$ cat src/rtl/operand_arb.sv
// operand_arb: round-robin arbiter with burst lock sharing one registered (a, b) operand pair among N_REQ requesters
module operand_arb #(
  parameter int N_REQ     = 4,
  parameter int DATA_W    = 8,
  parameter int MAX_BURST = 4
) (
  input  logic                       clk,
  input  logic                       rst_n,
  input  logic [N_REQ-1:0]           req_valid_i,
  input  logic [N_REQ-1:0]           req_last_i,
  input  logic [N_REQ*DATA_W-1:0]    req_a_i,
  input  logic [N_REQ*DATA_W-1:0]    req_b_i,
  output logic [N_REQ-1:0]           req_ready_o,
  output logic [DATA_W-1:0]          a_o,
  output logic [DATA_W-1:0]          b_o,
  output logic [$clog2(N_REQ)-1:0]   grant_id_o,
  output logic                       valid_o,
  input  logic                       ready_i,
  output logic                       locked_o
);
  localparam int IW = $clog2(N_REQ);
  localparam int CW = $clog2(MAX_BURST + 1);
  typedef enum logic {IDLE, LOCKED} state_t;
  state_t state, state_nxt;
  logic [IW-1:0] ptr, ptr_nxt, owner, owner_nxt, rr_g, idx, sel;
  logic [CW-1:0] beat_cnt, cnt_nxt;
  logic out_free, found, take;
  function automatic logic [IW-1:0] inc(input logic [IW-1:0] x);
    return (x == IW'(N_REQ - 1)) ? '0 : x + IW'(1);
  endfunction
  // first valid requester scanning upward from ptr, wrapping at N_REQ
  always_comb begin
    rr_g  = ptr;
    idx   = '0;
    found = 1'b0;
    for (int k = 0; k < N_REQ; k++) begin
      idx = IW'((int'(ptr) + k) % N_REQ);
      if (!found && req_valid_i[idx]) begin
        found = 1'b1;
        rr_g  = idx;
      end
    end
  end
  always_comb begin
    out_free    = ~valid_o | ready_i;
    sel         = (state == LOCKED) ? owner : rr_g;
    take        = out_free & ((state == LOCKED) ? req_valid_i[owner] : found);
    req_ready_o = (rst_n && take) ? N_REQ'(1) << sel : '0;
    state_nxt   = state;
    ptr_nxt     = ptr;
    owner_nxt   = owner;
    cnt_nxt     = beat_cnt;
    if (state == IDLE) begin
      if (take) begin
        if (req_last_i[sel] || MAX_BURST == 1) ptr_nxt = inc(sel);
        else begin
          state_nxt = LOCKED;
          owner_nxt = sel;
          cnt_nxt   = CW'(1);
        end
      end
    end else if (out_free) begin
      // a free output slot with no owner beat is a gap and ends the burst
      if (take) cnt_nxt = beat_cnt + CW'(1);
      if (!take || req_last_i[owner] || beat_cnt + CW'(1) == CW'(MAX_BURST)) begin
        state_nxt = IDLE;
        ptr_nxt   = inc(owner);
      end
    end
  end
  assign locked_o = (state == LOCKED);
  always_ff @(posedge clk or negedge rst_n) begin
    if (!rst_n) begin
      state      <= IDLE;
      ptr        <= '0;
      owner      <= '0;
      beat_cnt   <= '0;
      valid_o    <= 1'b0;
      a_o        <= '0;
      b_o        <= '0;
      grant_id_o <= '0;
    end else begin
      state    <= state_nxt;
      ptr      <= ptr_nxt;
      owner    <= owner_nxt;
      beat_cnt <= cnt_nxt;
      if (out_free) valid_o <= take;
      if (take) begin
        a_o        <= req_a_i[int'(sel)*DATA_W +: DATA_W];
        b_o        <= req_b_i[int'(sel)*DATA_W +: DATA_W];
        grant_id_o <= sel;
      end
    end
  end
endmodule

$ cat config.mk
export PLATFORM = sky130hd
export DESIGN_NAME = operand_arb
export DESIGN_NICKNAME = d
export VERILOG_FILES = /design/src/rtl/operand_arb.sv
export SDC_FILE = /design/constraint.sdc
export NUM_CORES = 1
export LEC_CHECK = 0
export CAP_MARGIN = 20
export CORE_MARGIN = 4
export CORE_UTILIZATION = 41
export DETAILED_ROUTE_END_ITERATION = 6
export GPL_TIMING_DRIVEN = 0
export HOLD_SLACK_MARGIN = 0.02
export PLACE_DENSITY = 0.82
export SLEW_MARGIN = 10
export SYNTH_ARGS = -nofsm -noshare
export SYNTH_HDL_FRONTEND = slang
export SYNTH_SLANG_ARGS = --single-unit
$ cat constraint.sdc
create_clock -name clk -period 3.5 [get_ports clk]
set_input_delay 0.7 -clock clk [delete_from_list [all_inputs] [get_ports clk]]
set_output_delay 0.7 -clock clk [all_outputs]
set_load 0.005 [all_outputs]
; Word-level counts from Yosys, hierarchy flattened
; Cells that the tools add are included.
[word_totals]
rom_bits = 0
inputBits = 75
ramBits = 0
latch_bits = 0
memories = 0
reg_bits = 27
out_inout_bits = 24
[classes]
addsub = 6
div_mod_pow = 0
eq_ne = 7
n_lt_le_gt_ge = 6
mux = 41
n_mul = 0
n_bitwise = 5
shift = 3
n_reduce_logical = 15
[ops]
columns = operator, count
row1 = $shiftx A32 B6 Y8, 2
row2 = $mux W2, 11
row3 = $lt A2 B3 Y1 const B, 6
row4 = $mux W1, 17
row5 = $mux W3, 5
row6 = $bmux W1 S2, 7
row7 = $reduce_and A4 Y1, 2
row8 = $add A2 B1 Y2 const B, 3
row9 = $ne A2 B1 Y1 const B, 3
row10 = $add A2 B2 Y2 const B, 2
row11 = $eq A2 B2 Y1 const B, 2
row12 = $logic_and A1 B1 Y1, 4
row13 = $logic_not A1 Y1, 4
row14 = $mux W4, 1
row15 = $reduce_bool A2 Y1, 2
row16 = $shl A1 B2 Y4 const A, 1
row17 = $add A3 B1 Y3 const B, 1
row18 = $eq A3 B3 Y1 const B, 1
row19 = $not A1 Y1, 3
row20 = $reduce_and A3 Y1, 1
row21 = $logic_or A1 B1 Y1, 2
row22 = $ne A2 B2 Y1 const B, 1
row23 = $and A1 B1 Y1, 1
row24 = $or A1 B1 Y1, 1

; Logic depth before layout (Yosys ltp)
; Gate-level depths: netlist of the first run.
[depth]
depth_word = 20
depth_mapped = 10
mapped_depth_nobuf = 8

; Worst setup path after synthesis of the first run
; Ideal clock, no wire load.
[synth_timing]
path_kind = input to output
start = in req_valid_i[2]
end = out req_ready_o[3]
path_slack_ps = 426
t_arrival_ps = 2374
n_path_buf = 2
path_stages = 8
required_ps = 2800
path_cell_list = or4b_1 > a211oi_2 > a211oi_1 > a21boi_1 > buf_4 > buf_2 > ha_1 > and3_1
[synth_between]
word_cells_on_any_way = 29
cone_classes = shift (1) / mux (20) / bitwise (1) / reduce/logical (7)
[synth_lines]
columns = element, line
row1 = "start, declared", 9  ; input logic [N_REQ-1:0] req_valid_i,
row2 = $bmux W1 S2, 38  ; if (!found && req_valid_i[idx]) begin
row3 = $mux W1 (implied by the code), 38
row4 = $mux W1, 38
row5 = $logic_not A1 Y1, 38
row6 = $logic_and A1 B1 Y1, 38
row7 = $mux W1, 38
row8 = $logic_not A1 Y1, 38
row9 = $logic_and A1 B1 Y1, 38
row10 = $mux W1, 38
row11 = $logic_not A1 Y1, 38
row12 = $logic_and A1 B1 Y1, 38
row13 = $mux W2 *, 38
row14 = $mux W2 *, 46  ; sel = (state == LOCKED) ? owner : rr_g;
row15 = net sel[1], 25  ; logic [IW-1:0] ptr, ptr_nxt, owner, owner_nxt, rr_g, idx, sel;
row16 = $shl A1 B2 Y4 *, 48  ; req_ready_o = (rst_n && take) ? N_REQ'(1) << sel : '0;
row17 = $mux W4 *, 48
row18 = "end, declared", 13  ; output logic [N_REQ-1:0] req_ready_o,
; Mark *: on every way through the listed nets, which the timed path passes. The rest lies on a longest branch. The select of a mux whose other input is x is not followed.

; Worst setup path after layout of the first run
[layout_timing]
start = in req_valid_i[2]
end = out req_ready_o[0]
[layout_between]
elab_chain_cells = 16
word_cells_on_any_way = 29
cone_classes = shift (1) / mux (20) / bitwise (1) / reduce/logical (7)
[layout_lines]
columns = element, line
row1 = $bmux W1 S2, 38
row2 = $mux W1 (implied by the code), 38
row3 = $mux W1, 38
row4 = $logic_not A1 Y1, 38
row5 = $logic_and A1 B1 Y1, 38
row6 = $mux W1, 38
row7 = $logic_not A1 Y1, 38
row8 = $logic_and A1 B1 Y1, 38
row9 = $mux W1, 38
row10 = $logic_not A1 Y1, 38
row11 = $logic_and A1 B1 Y1, 38
row12 = $mux W1, 38
row13 = $mux W1, 47  ; take = out_free & ((state == LOCKED) ? req_valid_i[owner] : found);
row14 = $and A1 B1 Y1, 47
row15 = $logic_and A1 B1 Y1, 48
row16 = $mux W4 *, 48
; Every way passes the cells marked *; elsewhere a longest branch is shown, timed or not. The select of a mux whose other input is x is not followed.

==> results of run 1 <==
[cell families after synthesis]
logic type	after synthesis
AOI/OAI and AO/OA	28
DFF	27
buffers and inverters	13
muxes	72
and+or+nand+nor	31
adders and majority gates	7
[flip-flops by register name, indices dropped and copies added, names as in the netlist]
register	count
owner	2
grant_id_o	2
ptr	2
beat_cnt	3
valid_o	1
a_o	8
locked_o	1
b_o	8
[timing repair]
item                       4_1_cts  5_1_grt
setup endpoints to repair        4        2
resized for setup               29        1
buffers inserted                 4        0
gates cloned                     0        0
pin swaps                        3        2
[power by group]
part	total, mW	switching [mW]	leakage [nW]	internal [mW]
Clock	0.180	0.0991	0.0217	0.0808
Sequential	0.592	0.119	0.317	0.473
Combinational	1.68	0.715	1.07	0.961
Total	2.45	0.933	1.41	1.51
[critical path, delay by kind of cell]
| kind | cells | cell delay [ps] |
|---|---|---|
| compound gates | 3 | 470 |
| simple gates | 2 | 700 |
| buf+inv | 4 | 650 |
| fa+ha+maj | 1 | 170 |
[stage by stage]
step           setup WS (ps)  hold WS (ps)  cells
4_1_cts                 12.9           452    335
3_5_place_dp            -889           482    328
6_report                 108           432    335
3_3_place_gp            -884           470    328
2_1_floorplan            426           404    178
5_1_grt                 27.3           484    335
[cell usage after synthesis, types with 2 or more instances]
| cell type | n |
|---|---|
| mux2_2 | 18 |
| ha_1 | 7 |
| a21o_1 | 2 |
| nor2_1 | 5 |
| and3_1 | 4 |
| inv_1 | 2 |
| mux2_1 | 4 |
| a211oi_2 | 3 |
| o21ai_0 | 7 |
| clkbuf_1 | 3 |
| nand3_1 | 2 |
| inv_2 | 2 |
| mux4_2 | 2 |
| nand2b_1 | 8 |
| a21oi_1 | 8 |
| mux2i_1 | 48 |
| nand2_1 | 6 |
| buf_2 | 4 |
| dfrtp_1 | 27 |
| nor2b_1 | 3 |
[per-layer routing]
| layer | track usage [%] | share of wire, % | up-vias |
|---|---|---|---|
| met3 | 5.15 | 6.6 | 4 |
| met2 | 31.2 | 52 | 64 |
| met5 | 0 | 0 | - |
| met1 | 20.4 | 41 | 858 |
| li1 | - | - | 875 |
| met4 | 2.85 | 0.83 | 0 |
[final cells by class]
cell class / count / area [um^2]
Tap cell: 52 / 65.1
Multi-Input combinational cell: 138 / 1230
Clock buffer: 3 / 41.3
Buffer: 8 / 72.6
Fill cell: 366 / 1400
Clock inverter: 1 / 7.51
Sequential cell: 27 / 676
Inverter: 4 / 20.0
Timing Repair Buffer: 102 / 993
[how the worst max path moves through the flow]
stage              startpoint        endpoint  slack (ps)  cells after the start
3_3_place_gp   req_valid_i[2]  req_ready_o[3]        -880                     10
5_1_grt        req_valid_i[2]  req_ready_o[0]          30                     10
4_1_cts        req_valid_i[2]  req_ready_o[2]          10                     11
6_report       req_valid_i[2]  req_ready_o[0]         110                     10
2_1_floorplan  req_valid_i[2]  req_ready_o[3]         430                      8
3_5_place_dp   req_valid_i[2]  req_ready_o[3]        -890                     10
[layout by cell type (no fill, tap or decap), types with 3 or more instances in the layout]
master	synthesis	layout
clkdlybuf4s50_1	0	89
mux2i_1	48	48
dfrtp_1	27	27
mux2_2	18	18
a21oi_1	8	8
nand2b_1	8	8
o21ai_0	7	7
ha_1	7	7
nand2_1	6	6
nor2_1	5	5
buf_2	4	5
a211oi_2	3	4
buf_4	1	4
and3_1	4	4
mux2_1	4	4
dlygate4sd2_1	0	4
nor2b_1	3	3
clkbuf_8	0	3
==> results.txt, run 1 <==
----------------------------------------------------
[Run status]
  Result of the run ... completed

[STA]
  Count of final max-slew check failures ... 0
  Worst-margin pin slew ... 686 ps
  Headroom to the max-slew limit ... 53.7%
  RSZ-0062 raised after global routing ... no
  Maximum clock skew at final layout ... 7.00 ps
  Setup Viol. Count Final ... 0
  Final-report hold violation count ... 0
  Achievable clock frequency ... 295 MHz
  Final critical-path share of the clock period ... 96.9%
  Post-layout min period ... 3390 ps
  Post-route setup TNS ... 0 ps

[GRT]
  Number of antenna violations at the first check in global routing ... 0
  Via count of the first global-routing pass ... 1750
  GRT overflow ... 0
  Wire length of the first global-routing pass ... 8.37 mm
  Largest net degree at the start of global routing ... 32
  Total global routing track utilization ... 17.3%

[Power and ir drop]
  Pwr Density ... 788 mW/mm^2
  Leakage ... 1.41 nW
  Post-route total power ... 2.45 mW
  Maximum VDD drop ... 441 uV

[Finish]
  Final net count ... 366
  Share of final-layout standard cells stronger than drive strength 1 ... 16.6%
  Final instance area ... 0.00311 mm^2
  Ant diodes ... 0
  Util after Layout ... 69.0%
  Area delta synth->final ... 57.9%

[Route]
  Antenna-violating nets left ... 0
  Post-detailed-route DRC marker count ... 0
  Ratio of routed vias to standard cells ... 5.38
  Total via count in the routed design ... 1801
  Violation count after the first detailed-route iteration ... 119
  Wire per inst ... 16.2 um
  TritonRoute pass-1 iters ... 4
  Overall routed net length ... 5.44 mm

[Critical path]
  Crit. End Element ... output port
  Critical Path, Cell by Cell ... buf_2 > or4b_1 > a211oi_2 > a211oi_2 > a21boi_1 > buf_4 > inv_2 > ha_1 > and3_1 > dlygate4sd2_1
  Most common cell type on the critical path ... a211oi_2
  Worst R2R End ... a_o[7]
  Largest incremental delay on the critical path ... 520 ps
  Slowest CP cell ... or4b_1
  Type of the setup path with the least slack ... in -> out
  Reg2Reg Depth ... 11
  Required @ worst endpoint ... 2800 ps
  Worst Path Arrival ... 2690 ps
  Maximum fanout encountered on the critical timing path ... 9
  Source of the worst register-to-register timing path ... ptr[1]
  Element type at the critical path start ... input port
  Worst reg2reg setup slack ... 690 ps

[Synthesis]
  Sequential cell area fraction in the yosys report ... 34.3%
  Net count of the mapped netlist ... 260
  Area fraction in and, or, nand and nor cells after synthesis ... 8.65%
  Main flop type after synthesis ... dfrtp_1
  Post-Synth XOR/XNOR Area ... 0%
  Fraction of the mapped netlist area in compound gates ... 9.98%
  Number of register bits inferred by synthesis ... 27
  Area share of the largest cell type after synthesis ... 34.3%
  Post-synthesis mux area share ... 39.3%
  Yosys Warn Count ... 0
  Mean Syn Cell Area ... 11.1 um^2
  Count of distinct cell types in the synthesized netlist ... 33
  Synth Instances ... 178
  Number of synthesized flops with an enable pin ... 0
  Adder-cell area share of the yosys netlist ... 4.45%
  Cell types with the largest area share after synthesis ... dfrtp_1 34%, mux2i_1 24%, mux2_2 10%
  Main combinational cell family by area after synthesis ... multiplexers
  Cell area after technology mapping ... 0.00197 mm^2
  Synth area leader ... dfrtp_1
  FFs w/ async S/R, synth ... 100%

[Floorplanning]
  Starting density of the core ... 43.7%
  Horizontal die dimension ... 77.3 um
  Row count ... 24
  Total core area ... 0.00450 mm^2
  I/O pin cnt ... 99
  Die span in y ... 77.3 um
  Area of the die ... 0.00597 mm^2

[Clock tree]
  CTS tree ... done
  Number of buffers inserted during clock tree synthesis ... 3
  Clk Tree Root Cell ... clkbuf_8
  Count of clock tree sinks ... 27
  Number of hold buffers added after cts ... 0
  Clock transition at path regs ... 100 ps
  Worst skew pair latency ... 270 ps
  H-tree depth ... 1
  Clock buffer depth ... 2

[Place]
  Input/output buffers ... 98
  Area after DPL ... 0.00301 mm^2
  DPL Wire Length ... 4.26 mm
  Routability Congestion ... 0.846

[Worst hold path]
  Class of the tightest hold or removal check ... in -> async

[Job]
  Number of max-capacitance violations reported ... 0

----------------------------------------------------
(Power assumes the default switching activity.)
==> run 2, diff against run 1 <==
==> constraint.sdc (replaced) <==
create_clock -name clk -period 3.3 [get_ports clk]
set_input_delay 0.66 -clock clk [delete_from_list [all_inputs] [get_ports clk]]
set_output_delay 0.66 -clock clk [all_outputs]
set_load 0.005 [all_outputs]
==> results.txt, run 2 (synthesis results as in run 1) <==
----------------------------------------------------
[GRT]
  Total global routing track utilization ... 17.6%
  GRT overflow ... 0
  Wire length of the first global-routing pass ... 8.51 mm
  Largest net degree at the start of global routing ... 32
  Number of antenna violations at the first check in global routing ... 0
  Via count of the first global-routing pass ... 1777

[Route]
  Post-detailed-route DRC marker count ... 0
  Overall routed net length ... 5.56 mm
  Total via count in the routed design ... 1808
  Highest signal layer in the routed design ... met4
  Routed length on met3 ... 332 um
  Wire per inst ... 16.3 um
  Ratio of routed vias to standard cells ... 5.32
  TritonRoute pass-1 iters ... 4
  WL met1 ... 2.27 mm
  Violation count after the first detailed-route iteration ... 70
  Total length of routed met2 wires ... 2.85 mm
  Antenna-violating nets left ... 0

[Power and ir drop]
  Leakage ... 1.42 nW
  Post-route total power ... 2.68 mW
  Maximum VDD drop ... 444 uV
  Pwr Density ... 849 mW/mm^2

[STA]
  Final critical-path share of the clock period ... 98.2%
  Setup Viol. Count Final ... 0
  Final Worst Setup Slack ... 58.8 ps
  Maximum clock skew at final layout ... 7.29 ps
  Worst-margin pin slew ... 653 ps
  Achievable clock frequency ... 309 MHz
  Post-route setup TNS ... 0 ps
  Post-layout min period ... 3240 ps
  Count of final max-slew check failures ... 0
  Headroom to the max-slew limit ... 55.9%
  Final-report hold violation count ... 0

[Clock tree]
  Clock transition at path regs ... 100 ps
  Count of clock tree sinks ... 27
  Worst skew pair latency ... 270 ps
  Clk Tree Root Cell ... clkbuf_8
  H-tree depth ... 1
  CTS tree ... done
  Number of hold buffers added after cts ... 0
  Clock buffer depth ... 2
  Number of buffers inserted during clock tree synthesis ... 3

[Finish]
  Registers with the most flip-flops ... a_o: 8 flops, b_o: 8 flops, beat_cnt: 3 flops
  Commonest non-fill, non-tap cell in the layout ... clkdlybuf4s50_1
  Util after Layout ... 70.1%
  Area occupied by registers ... 676 um^2
  Multi-input combinational cell area ... 0.00124 mm^2
  Highest-count cells in the layout ignoring fill and taps ... 89 x clkdlybuf4s50_1, 48 x mux2i_1, 27 x dfrtp_1
  Final instance area ... 0.00316 mm^2
  Fill count ... 359
  Area delta synth->final ... 60.3%
  Ant diodes ... 0
  Final net count ... 371
  Share of final-layout standard cells stronger than drive strength 1 ... 18.8%

[Place]
  DPL Wire Length ... 4.26 mm
  Area after DPL ... 0.00301 mm^2
  Input/output buffers ... 98
  Worst setup slack after placement ... -1010 ps
  Routability Congestion ... 0.846

[Critical path]
  Element type at the critical path start ... input port
  Type of the setup path with the least slack ... in -> out
  Maximum fanout encountered on the critical timing path ... 11
  Required @ worst endpoint ... 2640 ps
  Worst reg2reg setup slack ... 460 ps
  Worst Path Arrival ... 2580 ps
  Slowest CP cell ... mux2_2
  Largest incremental delay on the critical path ... 340 ps
  Crit. End Element ... output port
  Critical Path, Cell by Cell ... dlygate4sd2_1 > nor2_1 > a21oi_1 > o221a_2 > mux2_2 > inv_6 > buf_8 > ha_1 > and3_1 > clkdlybuf4s15_1

[Worst hold path]
  Class of the tightest hold or removal check ... in -> async

[Floorplanning]
  I/O pin cnt ... 99
  Area of the die ... 0.00597 mm^2
  Total core area ... 0.00450 mm^2
  Starting density of the core ... 43.7%
  Horizontal die dimension ... 77.3 um
  Die span in y ... 77.3 um
  Row count ... 24

[Job]
  Number of max-capacitance violations reported ... 0

[Run status]
  Result of the run ... completed

----------------------------------------------------
-- run 2: cell count changes in the layout (fill, tap and decap cells not counted) --
cell             previous run  this run
buf_2                       5         6
clkdlybuf4s15_1             1         3
or4b_1                      1         0
buf_12                      1         2
buf_4                       4         9
o21ai_0                     7         6
buf_8                       2         1
inv_2                       1         0
inv_4                       0         1
dlygate4sd2_1               4         1
or4b_4                      0         1
o21ai_1                     0         1
-- run 2: final cells by class --
class,count,area share (%)
flip-flops and latches,27,21.4
clock inverters,1,0.238
clock buffers,3,1.31
plain buffers,8,2.30
multi-input cells,138,39.2
inverters,4,0.714
well taps,52,2.06
repair buffers,107,32.8
-- run 2: timing repair --
item / in CTS / in global routing
pin swaps: 5 / 3
endpoints found under the setup margin: 6 / 4
gates resized for setup: 33 / 6
buffers inserted: 4 / 5
-- run 2: worst paths after layout --
path	start	end	depth (start not counted)
max in group asynchronous	rst_n	a_o[7]	1
setup reg to reg	ptr[1]	a_o[7]	11
setup / recovery	req_valid_i[1]	req_ready_o[0]	10
min in group clk	grant_id_o[1]	grant_id_o[1]	2
hold reg to reg	grant_id_o[1]	grant_id_o[1]	2
hold / removal	rst_n	grant_id_o[1]	1
-- run 2: worst max-delay path: cells and delay by family --
family                   cells  cell delay, ps
AND/OR/NAND/NOR              2             330
multiplexers                 1             340
adder cells (fa/ha/maj)      1             160
AO/OA/AOI/OAI                2             350
buffers and inverters        4             750
-- run 2: per-layer routing --
| layer | GRT usage [%] | up-vias |
|---|---|---|
| li1 | - | 878 |
| met1 | 20.5 | 858 |
| met2 | 31.7 | 64 |
| met3 | 4.92 | 8 |
| met4 | 3.91 | 0 |
| met5 | 0 | - |
-- run 2: metrics by stage --
stage               instances  hold slack [ps]
floorplan                 178              364
global placement          328              470
detailed placement        328              482
CTS                       335              412
global route              340              445
finish                    340              397
-- run 2: where the power goes --
group | total (mW) | internal, mW | switching, mW | leakage, nW
Clock | 0.190 | 0.0857 | 0.104 | 0.0217
Sequential | 0.629 | 0.501 | 0.128 | 0.317
Combinational | 1.86 | 1.08 | 0.780 | 1.09
==> run 3, diff against run 2 <==
--- a/config.mk
+++ b/config.mk
@@ -10,7 +10,6 @@
 export CORE_UTILIZATION = 41
 export DETAILED_ROUTE_END_ITERATION = 6
 export GPL_TIMING_DRIVEN = 0
-export HOLD_SLACK_MARGIN = 0.02
 export PLACE_DENSITY = 0.82
 export SLEW_MARGIN = 10
 export SYNTH_ARGS = -nofsm -noshare
==> results of run 3 <==
Final layout, timing and power as in run 2 (identical DEF).
